### src/rtl/scu_sequencer.sv
// Instruction sequencer: fetches program words from a synchronous-read ROM, feeds the
// processor's Din/Run handshake, and stops on halt, program end or a Done watchdog timeout.
module scu_sequencer #(
    parameter int unsigned ADDR_W   = 8,
    parameter int unsigned PROG_LEN = 256,
    parameter int unsigned TIMEOUT  = 16,
    parameter logic [2:0]  OP_MVI   = 3'b001,
    parameter logic [2:0]  OP_HALT  = 3'b111
) (
    input  logic              clk,
    input  logic              Reset,
    input  logic              start,
    output logic [ADDR_W-1:0] mem_addr,
    output logic              mem_rd,
    input  logic [15:0]       mem_rdata,
    output logic [15:0]       Din,
    output logic              Run,
    input  logic              Done,
    output logic [ADDR_W-1:0] pc,
    output logic [15:0]       instr_count,
    output logic              busy,
    output logic              halted,
    output logic              error
);

    localparam int unsigned WD_W = $clog2(TIMEOUT + 1);
    localparam logic [ADDR_W:0]  LEN     = (ADDR_W + 1)'(PROG_LEN);
    localparam logic [WD_W-1:0]  WD_LAST = WD_W'(TIMEOUT - 1);

    typedef enum logic [2:0] {
        S_IDLE    = 3'd0,
        S_FETCH   = 3'd1,
        S_LOAD    = 3'd2,
        S_LOADIMM = 3'd3,
        S_ISSUE   = 3'd4,
        S_WAIT    = 3'd5,
        S_HALT    = 3'd6
    } state_t;

    state_t            r_state;
    logic [ADDR_W-1:0] r_pc;
    logic [ADDR_W-1:0] r_mem_addr;
    logic              r_mem_rd;
    logic [15:0]       r_din;
    logic              r_run;
    logic [15:0]       r_count;
    logic              r_error;
    logic [15:0]       r_instr;
    logic [15:0]       r_imm;
    logic              r_is_mvi;
    logic [WD_W-1:0]   r_wd;

    logic [ADDR_W:0]   w_pc_p1;
    logic [ADDR_W:0]   w_pc_next;
    logic [2:0]        w_opcode;

    // Program-length checks run one bit wider than the address so pc itself never wraps.
    assign w_pc_p1   = {1'b0, r_pc} + (ADDR_W + 1)'(1);
    assign w_pc_next = r_is_mvi ? ({1'b0, r_pc} + (ADDR_W + 1)'(2)) : w_pc_p1;
    assign w_opcode  = mem_rdata[8:6];

    always_ff @(posedge clk) begin
        if (Reset) begin
            r_state    <= S_IDLE;
            r_pc       <= '0;
            r_mem_addr <= '0;
            r_mem_rd   <= 1'b0;
            r_din      <= '0;
            r_run      <= 1'b0;
            r_count    <= '0;
            r_error    <= 1'b0;
            r_instr    <= '0;
            r_imm      <= '0;
            r_is_mvi   <= 1'b0;
            r_wd       <= '0;
        end else begin
            case (r_state)
                S_IDLE, S_HALT: begin
                    r_run    <= 1'b0;
                    r_mem_rd <= 1'b0;
                    if (start) begin
                        r_state    <= S_FETCH;
                        r_pc       <= '0;
                        r_count    <= '0;
                        r_error    <= 1'b0;
                        r_mem_addr <= '0;
                        r_mem_rd   <= 1'b1;
                    end
                end
                S_FETCH: begin
                    // Read pc+1 speculatively so an mvi immediate is ready one cycle after LOAD.
                    r_state    <= S_LOAD;
                    r_mem_addr <= w_pc_p1[ADDR_W-1:0];
                    r_mem_rd   <= (w_pc_p1 < LEN);
                end
                S_LOAD: begin
                    r_mem_rd <= 1'b0;
                    r_instr  <= mem_rdata;
                    r_is_mvi <= (w_opcode == OP_MVI);
                    if (w_opcode == OP_HALT) begin
                        r_state <= S_HALT;
                    end else if (w_opcode == OP_MVI) begin
                        if (w_pc_p1 >= LEN) begin
                            r_error <= 1'b1;
                            r_state <= S_HALT;
                        end else begin
                            r_state <= S_LOADIMM;
                        end
                    end else begin
                        r_din   <= mem_rdata;
                        r_run   <= 1'b1;
                        r_state <= S_ISSUE;
                    end
                end
                S_LOADIMM: begin
                    r_imm   <= mem_rdata;
                    r_din   <= r_instr;
                    r_run   <= 1'b1;
                    r_state <= S_ISSUE;
                end
                S_ISSUE: begin
                    r_run   <= 1'b0;
                    r_wd    <= '0;
                    r_din   <= r_is_mvi ? r_imm : r_instr;
                    r_state <= S_WAIT;
                end
                S_WAIT: begin
                    if (Done) begin
                        r_count <= r_count + 16'd1;
                        // At program end pc stays on the last retired instruction.
                        if (w_pc_next >= LEN) begin
                            r_state <= S_HALT;
                        end else begin
                            r_pc       <= w_pc_next[ADDR_W-1:0];
                            r_mem_addr <= w_pc_next[ADDR_W-1:0];
                            r_mem_rd   <= 1'b1;
                            r_state    <= S_FETCH;
                        end
                    end else if (r_wd == WD_LAST) begin
                        r_error <= 1'b1;
                        r_state <= S_HALT;
                    end else begin
                        r_wd <= r_wd + WD_W'(1);
                    end
                end
                default: r_state <= S_IDLE;
            endcase
        end
    end

    assign mem_addr    = r_mem_addr;
    assign mem_rd      = r_mem_rd;
    assign Din         = r_din;
    assign Run         = r_run;
    assign pc          = r_pc;
    assign instr_count = r_count;
    assign error       = r_error;
    assign busy        = (r_state != S_IDLE) && (r_state != S_HALT);
    assign halted      = (r_state == S_HALT);

endmodule

### config.mk
export PLATFORM = sky130hd
export DESIGN_NAME = scu_sequencer
export DESIGN_NICKNAME = d
export VERILOG_FILES = /design/src/rtl/scu_sequencer.sv
export SDC_FILE = /design/constraint.sdc
export NUM_CORES = 1
export LEC_CHECK = 0
export ABC_AREA = 1
export CAP_MARGIN = 30
export CORE_ASPECT_RATIO = 0.5
export CORE_MARGIN = 3
export CORE_UTILIZATION = 54
export DETAILED_ROUTE_END_ITERATION = 8
export PLACE_DENSITY_LB_ADDON = 0.15
export REMOVE_ABC_BUFFERS = 1
export SYNTH_ARGS = -nofsm -noshare
export SYNTH_HDL_FRONTEND = slang
export SYNTH_SLANG_ARGS = --single-unit
### constraint.sdc
create_clock -name clk -period 1.78 [get_ports clk]
set_input_delay 0.356 -clock clk [delete_from_list [all_inputs] [get_ports clk]]
set_output_delay 0.356 -clock clk [all_outputs]
set_load 0.005 [all_outputs]
-- Word level (Yosys, flattened, before mapping)
Cells that the tools add are included.
- output and inout port bits: 53
- logic and storage cells: 99
- bits of input ports: 20
- register bits after elaboration: 92
- reduce and logical (&&, ||, !) cells: 21
- magnitude comparators: 3
- multiplexer cells: 38
- eq/ne operators: 21
- add/subtract/negate cells: 4
- operators with widths (kind ; number):
    $mux 16 ; 5
    $pmux 16 s3 ; 1
    $pmux 16 s2 ; 1
    $mux 8 ; 3
    $pmux 8 s3 ; 1
    $mux 3 ; 7
    $ne 2x2->1 const B ; 10
    $ge 9x9->1 const B ; 2
    $pmux 3 s6 ; 1
    $add 16x1->16 const B ; 1
    $pmux 8 s2 ; 1
    $reduce_and 3->1 ; 5
    $reduce_bool 3->1 ; 5
    $eq 3x3->1 const B ; 4
    $mux 1 ; 11
    $mux 5 ; 2
    $pmux 5 s2 ; 1
    $add 8x1->9 const B ; 1
    $add 8x2->9 const B ; 1
    $lt 9x9->1 const B ; 1
    $mux 9 ; 1
    $reduce_and 4->1 ; 2
    $reduce_and 7->1 ; 1
    $eq 3x1->1 const B ; 2
    13 further kinds ; 17

-- Logic depth before layout (Yosys ltp)
- depth after elaboration: 6
- gate-level depth with buffers: 13
- depth with buffers taken out: 12

-- Worst setup path after synthesis
OpenSTA, ideal clock, no wires.
- path type: reg-to-reg
- start point: reg r_pc[0], in the netlist pc[0]
- end point: reg r_pc[2], in the netlist pc[2]
- setup slack: 0.164 ns
- clock period less this slack: 1.616 ns
- arrival time: 1.503 ns
- required time: 1.667 ns
- buffers on the path: 1
- setup time: 0.113 ns
- cell stages (with the launch flop): 12
- path through: dfxtp_1 ha_1 inv_1 nor2_1 nand3_1 nand2_1 nand2_2 nand2_4 inv_4 buf_6 nor2_1 nor2_1
- cells in the longest elaborated chain, start to end: 5
- elaborated cells between the ends (all ways): 9
- those cells by class: add/sub: 2; order compare: 1; eq/ne: 1; mux: 4; reduce/logical: 1
- ends and longest elaborated chain (what ; RTL line ; RTL):
    start: declaration ; 41 ; logic [ADDR_W-1:0] r_pc;
    start signal: assignment ; 134 ; r_pc <= w_pc_next[ADDR_W-1:0];
    $add 8x1->9 / $add 8x2->9 (equally long branches) ; 58, 59 ;
    $mux 9 (*) ; 59 ; assign w_pc_next = r_is_mvi ? ({1'b0, r_pc} + (ADDR_W + 1)'(2)) : w_pc_p1;
    $ge 9x9->1 / $mux 8 (equally long branches) ; 131 ; if (w_pc_next >= LEN) begin
    $ne 2x2->1 (no line) / $mux 8 (equally long branches) ; -- ;
    $reduce_and 4->1 (no line) / $pmux 8 s2 (equally long branches) ; -- ;
Mark *: on every way between the ends. The rest lies on a longest branch, timed or not. The select of a mux whose other input is x is not followed.
A chain may end at the register's enable or synchronous reset.

-- Worst setup path in the final report
- start point: reg r_pc[4], in the netlist pc[4]
- end point: out pc[4]
- RTL lines (what ; RTL line ; RTL):
    end: declaration ; 19 ; output logic [ADDR_W-1:0] pc,
No word-level cell between the ends.

==> summary.txt <==
Run status
  • Status: complete, no violations

Synth
  • Register area share after synthesis: 38.1%
  • Synth cell types: 37
  • Ys flop type: dfxtp_1
  • Yosys warns: 0
  • Mapped cell area: 4840 sq um
  • Post-Synth Simple-Gate Area: 30.5%
  • Synth Area in XOR/XNOR: 1.09%
  • Synthesized instance count: 724
  • Post-synth ARST share: 0%
  • Post-Synth Adder-Cell Area: 1.29%
  • Dominant combinational cell family by area after synthesis: simple AND/OR/NAND/NOR gates
  • Post-synthesis register bit count: 92
  • Synth Area in Compound Gates: 19.6%
  • Synth Area per Inst: 6.68 sq um
  • EDFF count, synth: 0
  • Mux share of post-synthesis cell area: 0%

Timing
  • Hold slack: 0.456 ns
  • Fmax: 0.577 GHz
  • Fin crit share: 97.3%
  • Final setup viols: 0
  • Fin worst setup slack: 0.0482 ns
  • Final hold violations: 0
  • Worst slew margin: 79.0%
  • Final setup TNS: 0 ns
  • Worst-Margin Slew: 0.312 ns
  • Worst-case clock skew: 0.00418 ns
  • Tmin final: 1.73 ns
  • Slew Limit Fails: 0

Drt
  • Vias per cell: 5.40
  • Average wire per standard cell: 13.4 um
  • First DRT Iteration DRCs: 368
  • Post-route ant nets: 0
  • # DRC: 0
  • Routed vias: 5021
  • Post-Route WL: 12.5 mm
  • 1st-pass router iterations: 5

Global route
  • Grt total ovfl: 0
  • GRT Total Usage: 24.6%
  • First-pass GRT wire length: 20.7 mm
  • Vias in the first global route: 4456
  • Largest net degree at the start of global routing: 43
  • Initial antenna violation count: 0

Power and ir drop
  • P_int: 4.67 mW
  • P_leak: 2.57 nW
  • Sw Share: 33.3%
  • Worst vdd rail ir drop: 0.000683 V
  • Net Sw Power: 2.33 mW
  • Total chip power: 7.00 mW
  • Combinational power share: 33.7%
  • Reg power frac: 36.3%
  • Cell Pwr Density: 1110 nW/um^2
  • Clock power frac: 30.0%

Clock network
  • Clock sink count: 92
  • Root buf cell: clkbuf_16
  • CTS tree: built
  • Worst skew pair latency: 0.34 ns
  • Clock-pin slew on the worst setup and hold paths: 0.07 ns
  • Post-CTS Hold Buffers: 0
  • Cts bufs inserted: 9
  • Clock Path Buffers: 2
  • H-tree Lvls: 3

Worst setup path
  • CP Max Fanout: 8
  • Worst Path Arrival: 1.38 ns
  • Required @ worst endpoint: 1.42 ns
  • Crit Path Category: reg -> out
  • Worst-path cell chain: buf_6 > clkdlybuf4s50_1
  • Critical-path top delay cell: clkdlybuf4s50_1
  • Critical Path Max Stage Delay: 0.50 ns
  • CP startpoint kind: flip-flop
  • Critical Path Sink Type: primary output

Cells and area
  • Layout cells sized above 1: 12.7%
  • Fin nets: 838
  • Syn-to-layout area delta: 29.7%
  • Final std cells w/o fill: 930
  • Fin util: 75.2%
  • Layout Cell Area excl Fill: 6280 sq um
  • ANT cells: 0

Placed design
  • Placed instance count: 913
  • HPWL reported at the end of detailed placement: 8.60 mm
  • Setup WS pre-CTS: -0.102 ns
  • DP Area: 5870 sq um
  • RePlAce Congestion: 0.923
  • IO buf count: 72

Floorplan
  • Die area: 10200 sq um
  • Boundary Pins: 73
  • Starting Density: 58.0%
  • Die width: 140 um
  • Core area: 8350 sq um
  • Die Y: 72.9 um
  • Placement Rows: 23

Hold path
  • Hold Path Class: reg -> reg

Run
  • Max_cap viols: 0
flip-flops by register name, summed over array words and instances, names as in the netlist:
register and count:
r_state 3, r_wd 5, pc 8, r_instr 16, Run 1, mem_addr 8
r_is_mvi 1, instr_count 16, Din 16, mem_rd 1, error 1, r_imm 16
repair_timing:
| item | in CTS | in global routing |
|---|---|---|
| buffers inserted | 0 | 1 |
| setup endpoints to repair | 2 | 37 |
| gates resized for setup | 13 | 18 |
| pin swaps | 0 | 3 |
final timing paths:
path	slack [ns]	startpoint	to	depth (start not counted)
worst min register to register	0.46	error$_SDFFE_PP0P_	error$_SDFFE_PP0P_	2
worst max-delay path	0.05	pc[4]$_SDFFE_PP0P_	pc[4]	2
worst max register to register	0.08	r_wd[0]$_SDFFE_PP0P_	r_wd[4]$_SDFFE_PP0P_	12
worst min-delay path	0.46	error$_SDFFE_PP0P_	error$_SDFFE_PP0P_	2
layer usage:
metal | part of all wire [%] | global-route usage (%) | up-vias | routed length, um
met3 | 7.0 | 5.56 | 10 | 878
met1 | 46 | 32.9 | 2279 | 5710
met5 | 0 | 0 | - | 0
met4 | 0.91 | 7.84 | 0 | 114
li1 | - | - | 2559 | -
met2 | 46 | 40.2 | 173 | 5790
worst max-delay path: cells and delay by family (launching register included):
kind | cells | cell delay, ns
buffers and inverters | 2 | 0.65
DFF | 1 | 0.39
power by group through the flow:
stage                     Sequential, mW  Combinational, mW  Clock (mW)
after detailed placement            2.57               2.29           0
after global placement              2.56               2.25           0
after CTS                           2.54               2.31        2.13
final                               2.54               2.36        2.10
after global routing                2.58               2.61        2.21
after floorplan                     2.61               1.16           0
cells by family (layout without fill, tap and decap cells):
logic type	Yosys count	count (layout)
and+or+nand+nor	333	333
AOI/OAI and AO/OA	181	181
buffers and inverters	107	201
DFF	92	92
xor gates and xnor gates	6	6
adders and majority gates	5	5
cells in the mapped netlist, drive strengths merged (11+ instances only):
master	instances	area, sq um
dfxtp	92	1840
buf	17	116
nand3	45	243
o21ai	84	420
nor2	82	353
nand4	15	93.8
nand2	180	723
a21oi	77	393
clkbuf	18	67.6
inv	71	269
a31oi	11	68.8
cells in the final DEF (no fill, tap or decap), drive strengths merged:
master	n
clkinvlp	1
inv	74
o21ai	84
dlygate4sd2	2
clkdlybuf4s50	70
o211ai	5
xor2	5
o21bai	2
ha	5
xnor2	1
a211oi	1
clkbuf	10
buf	41
nand3	45
and2	1
a31oi	11
nor3	5
nand2	180
clkinv	1
dfxtp	92
a21oi	77
o22ai	1
nand3b	2
or2	3
nand4	15
nor2	82
bufinv	2
layout make-up:
cell class | count | area (sq um)
multi-input cells | 525 | 2600
fillers | 681 | 2070
flip-flops and latches | 92 | 1860
repair buffers | 113 | 1080
inverters | 72 | 275
clock buffers | 10 | 229
well taps | 112 | 140
clock inverters | 6 | 93.8
No activity file was read; power rests on OpenSTA's default activity.
